## src/rtl/rom_access_arbiter.sv

```systemverilog
// rom_access_arbiter: shares one synchronous 32Kx8 ROM between a CPU port
// (single-byte reads) and a video fetcher port (bursts of consecutive bytes).
// One ROM access is issued per cycle. Read data returns a fixed two cycles
// after the issue cycle, registered per port.
module rom_access_arbiter #(
    parameter int ADDR_W = 15,
    parameter int DATA_W = 8,
    parameter int LEN_W  = 6
) (
    input  logic              clk,
    input  logic              rst,
    // CPU port
    input  logic              a_req,
    input  logic [ADDR_W-1:0] a_addr,
    output logic              a_gnt,
    output logic              a_rvalid,
    output logic [DATA_W-1:0] a_rdata,
    // burst port
    input  logic              b_req,
    input  logic [ADDR_W-1:0] b_addr,
    input  logic [LEN_W-1:0]  b_len,
    output logic              b_gnt,
    output logic              b_busy,
    output logic              b_rvalid,
    output logic [DATA_W-1:0] b_rdata,
    output logic              b_done,
    // ROM side
    output logic [ADDR_W-1:0] rom_addr,
    input  logic [DATA_W-1:0] rom_rd_data
);

    localparam logic [0:0] S_IDLE  = 1'b0;
    localparam logic [0:0] S_BURST = 1'b1;

    logic [0:0]        state;
    logic [ADDR_W-1:0] ptr;        // next burst address to issue
    logic [LEN_W-1:0]  rem;        // burst beats still to issue while in BURST
    logic              alt;        // set: next contended slot belongs to the burst
    logic [ADDR_W-1:0] last_addr;  // last issued address, held when idle

    logic              a_issue;
    logic              b_issue;    // any burst beat issued this cycle
    logic              b_first;    // first beat, issued from IDLE
    logic              issue_last; // the burst beat issued now is the final one
    logic [ADDR_W-1:0] issue_addr;

    // return pipeline: stage 1 tags the cycle the ROM presents data
    logic              p1_a;
    logic              p1_b;
    logic              p1_last;

    // slot arbitration: CPU wins in IDLE; in BURST contended slots alternate
    always_comb begin
        a_issue    = 1'b0;
        b_issue    = 1'b0;
        b_first    = 1'b0;
        issue_addr = last_addr;
        if (!rst) begin
            if (state == S_IDLE) begin
                if (a_req) begin
                    a_issue    = 1'b1;
                    issue_addr = a_addr;
                end else if (b_req) begin
                    b_issue    = 1'b1;
                    b_first    = 1'b1;
                    issue_addr = b_addr;
                end
            end else begin
                if (a_req && !alt) begin
                    a_issue    = 1'b1;
                    issue_addr = a_addr;
                end else begin
                    b_issue    = 1'b1;
                    issue_addr = ptr;
                end
            end
        end
        // rem counts beats still owed after the first; the beat that takes it
        // to zero is the last one
        issue_last = b_first ? (b_len == '0) : (rem == LEN_W'(1));
    end

    assign a_gnt    = a_issue;
    assign b_gnt    = b_first;
    assign b_busy   = (state == S_BURST);
    assign rom_addr = rst ? '0 : issue_addr;

    // burst state, address pointer, beat counter and alternation flag
    always_ff @(posedge clk) begin
        if (rst) begin
            state     <= S_IDLE;
            ptr       <= '0;
            rem       <= '0;
            alt       <= 1'b0;
            last_addr <= '0;
        end else begin
            if (a_issue || b_issue)
                last_addr <= issue_addr;

            if (b_first) begin
                ptr <= b_addr + ADDR_W'(1);
                rem <= b_len;
                if (b_len != '0)
                    state <= S_BURST;
            end else if (state == S_BURST && b_issue) begin
                ptr <= ptr + ADDR_W'(1);
                rem <= rem - LEN_W'(1);
                if (issue_last)
                    state <= S_IDLE;
            end

            // toggle on each contended burst slot; any gap in a_req clears it
            if (state == S_BURST && a_req && !(b_issue && issue_last))
                alt <= ~alt;
            else
                alt <= 1'b0;
        end
    end

    // two-stage return: tag in the ROM data cycle, then register data out
    always_ff @(posedge clk) begin
        if (rst) begin
            p1_a     <= 1'b0;
            p1_b     <= 1'b0;
            p1_last  <= 1'b0;
            a_rvalid <= 1'b0;
            b_rvalid <= 1'b0;
            b_done   <= 1'b0;
            a_rdata  <= '0;
            b_rdata  <= '0;
        end else begin
            p1_a     <= a_issue;
            p1_b     <= b_issue;
            p1_last  <= b_issue && issue_last;
            a_rvalid <= p1_a;
            b_rvalid <= p1_b;
            b_done   <= p1_b && p1_last;
            if (p1_a)
                a_rdata <= rom_rd_data;
            if (p1_b)
                b_rdata <= rom_rd_data;
        end
    end

endmodule
```

## config.mk

```make
export PLATFORM = sky130hd
export DESIGN_NAME = rom_access_arbiter
export DESIGN_NICKNAME = d
export VERILOG_FILES = /design/src/rtl/rom_access_arbiter.sv
export SDC_FILE = /design/constraint.sdc
export NUM_CORES = 1
export LEC_CHECK = 0
export ABC_AREA = 1
export CAP_MARGIN = 20
export CORE_MARGIN = 3
export CORE_UTILIZATION = 26
export DETAILED_ROUTE_END_ITERATION = 10
export DONT_BUFFER_PORTS = 1
export PLACE_DENSITY = 0.43
export SLEW_MARGIN = 10
export SYNTH_ARGS = -nofsm -noshare
export SYNTH_HDL_FRONTEND = slang
export SYNTH_SLANG_ARGS = --single-unit
```

## constraint.sdc

```tcl
create_clock -name clk -period 2.45 [get_ports clk]
set_input_delay 0.49 -clock clk [delete_from_list [all_inputs] [get_ports clk]]
set_output_delay 0.49 -clock clk [all_outputs]
set_load 0.01 [all_outputs]
```

==> flow_metrics.tcl <==
set metrics [dict create \
    outcome "complete, no violations" \
    drv_slew 0 \
    synth_top_family_by_area "simple AND/OR/NAND/NOR gates" \
    synthArstFlopShare 0 \
    required_ps 1960 \
    muxShareOfSynthArea 0 \
    overflow 0 \
    diodes 0 \
    area_growth_pct 18.7 \
    path_class "reg2out" \
    root_buffer "clkbuf_16" \
    io_pins 85 \
    reg2regPathDepth 14 \
    drt_pass1_iterations 5 \
    yosysSeqAreaShare 0.372 \
    synthTopCellsByArea "dfxtp_1 37%, nand2_1 10%, nor2_1 7.0%" \
    grt_max_degree 54 \
    synth_simple_gate_area_frac 0.308 \
    vdd_ir_drop_max_mv 0.709 \
    ys_ff_latch 60 \
    cts_max_level 3 \
    synth.top_cell.area_share 0.372 \
    gp_congestion 0.799 \
    clock_latency_ps 330 \
    finClkSkew_ps 7.64 \
    tns_ps 0 \
    final_area_um2 3840 \
    port-buffer-count 0 \
    critPathMaxFanout 8 \
    fp-row-count 40 \
    yosys.cell_count.top_type "nand2_1" \
    vias_per_cell 4.65 \
    ant_nets 0 \
    cp-end-kind "output pin" \
    final_util 0.318 \
    p_leak_nw 1.59 \
    synth_common_cells "87 x nand2_1, 60 x dfxtp_1, 60 x nor2_1" \
    powerDensity_nw_per_um2 776 \
    dpl.hpwl_mm 7.19 \
    path_clk_slew_ps 50 \
    cts_tree "built" \
    synth_ff_type "dfxtp_1" \
    coreArea_um2 12100 \
    antenna_found_initial 1 \
    die_h_um 118 \
    drt_iter0_drc 85 \
    hold_violations 0 \
    drt-total-wl_mm 10.0 \
    grt_pass1_wl_mm 16.3 \
    yosysTopAreaCell "dfxtp_1" \
    fin_crit_ps 2290 \
    hold_depth 1 \
    synth_compound_area_frac 0.199 \
    drive_above_1_share 0.152 \
    syn_avg_cell_area_um2 6.97 \
    synth.distinct_cells 40 \
    setup_viol 0 \
    worst_slew_pin_slew_ps 657 \
    grt_pass1_vias 3036 \
    grt_use_total 0.147 \
    detail_route.wl_per_cell_um 15.5 \
    synth-xor-area-share 0.0135 \
    cts_hold_buf 0 \
    synthAdderAreaFrac 0.0116 \
    drv_cap 0 \
    num_vias 3015 \
    netlist_instances 464 \
    cts_sinks 60 \
    synth_edf_count 0 \
    min_path_type "in2reg" \
    fmax_mhz 438 \
    critPathLaunchType "flip-flop" \
    die_w_um 118 \
    nNetsFinal 526 \
    yosys_warnings 0 \
    crit_arrival_ps 1800 \
    initial_core_util 0.268 \
    rsz0062_at_grt "no" \
    place_area_um2 3490 \
    syn_area_um2 3230 \
    fin_crit_sh 0.933 \
    drcViolationCount 0 \
    whs_ps 234 \
    die_area_um2 13800 \
    cts_made_buffers 9 \
    cts_setup_buffers 0 \
    syn_nets 515 \
    cts.path.max_buffers 2 \
    ctsResizeCount 0 \
    slew_headroom 0.561 \
]
## routing by layer
layer | vias up | track usage | part of all wire
met5 | - | 0 | 0.0013
met4 | 2 | 0.0432 | 0.011
met3 | 10 | 0.0654 | 0.086
met2 | 91 | 0.244 | 0.46
met1 | 1335 | 0.172 | 0.44
li1 | 1577 | - | -
## cells in the final DEF, fill, tap and decap left out, types with 6 or more instances in the layout
| cell | n |
|---|---|
| clkbuf_16 | 9 |
| nand3_1 | 30 |
| o21ai_0 | 33 |
| o31ai_1 | 10 |
| nor2_1 | 60 |
| a211oi_1 | 17 |
| nand2_2 | 6 |
| inv_2 | 8 |
| nor3_1 | 9 |
| inv_1 | 38 |
| nand4_1 | 6 |
| o21ai_1 | 6 |
| dfxtp_1 | 60 |
| nor2_2 | 7 |
| nand2_1 | 87 |
| buf_4 | 23 |
| a21oi_1 | 22 |
## worst paths after layout
path	slack [ps]	to	start
max	160	rom_addr[4]	b_busy
min	230	rem[4]	rst
max reg2reg	440	ptr[14]	b_busy
min reg2reg	440	b_done	p1_last
## worst max-delay path: stages (launching register included)
cell	delay [ps]
dfxtp_1	430
nand2_1	80
clkinv_1	110
buf_4	180
nor3_1	70
a2111oi_0	410
buf_4	200
## metrics by stage
stage | power (mW) | setup slack [ps] | instances
detailed placement | 1.52 | 250 | 632
CTS | 3.03 | 104 | 648
floorplan | 1.41 | 220 | 464
finish | 2.98 | 165 | 648
global route | 3.13 | 0.627 | 648
global placement | 1.51 | 310 | 632
## power breakdown
part / switching, mW / total (mW) / internal (mW) / leakage (nW)
Combinational: 0.243 / 0.390 / 0.147 / 0.933
Clock: 0.487 / 1.49 / 1.00 / 0.166
Sequential: 0.0513 / 1.10 / 1.05 / 0.494
## sequential cells by signal, indices dropped and copies added, names as in the netlist
register,cells
a_rvalid,1
p1_a,1
p1_last,1
ptr,15
rem,6
b_busy,1
last_addr,15
a_rdata,8
alt,1
b_rvalid,1
b_done,1
p1_b,1
b_rdata,8
## final cells by class
| cell class | instances | area [um2] |
|---|---|---|
| Fill cell | 1318 | 8220 |
| Inverter | 49 | 184 |
| Multi-Input combinational cell | 332 | 1720 |
| Sequential cell | 60 | 1200 |
| Tap cell | 168 | 210 |
| Clock inverter | 7 | 124 |
| Clock buffer | 9 | 225 |
| Timing Repair Buffer | 23 | 173 |
## cells by family (layout without fill, tap and decap cells)
group / Yosys count / after routing
fa+ha+maj: 3 / 3
flops: 60 / 60
xor+xnor: 5 / 5
compound gates: 104 / 104
simple gates: 220 / 220
buf+inv: 72 / 88
(Power assumes the default switching activity.)
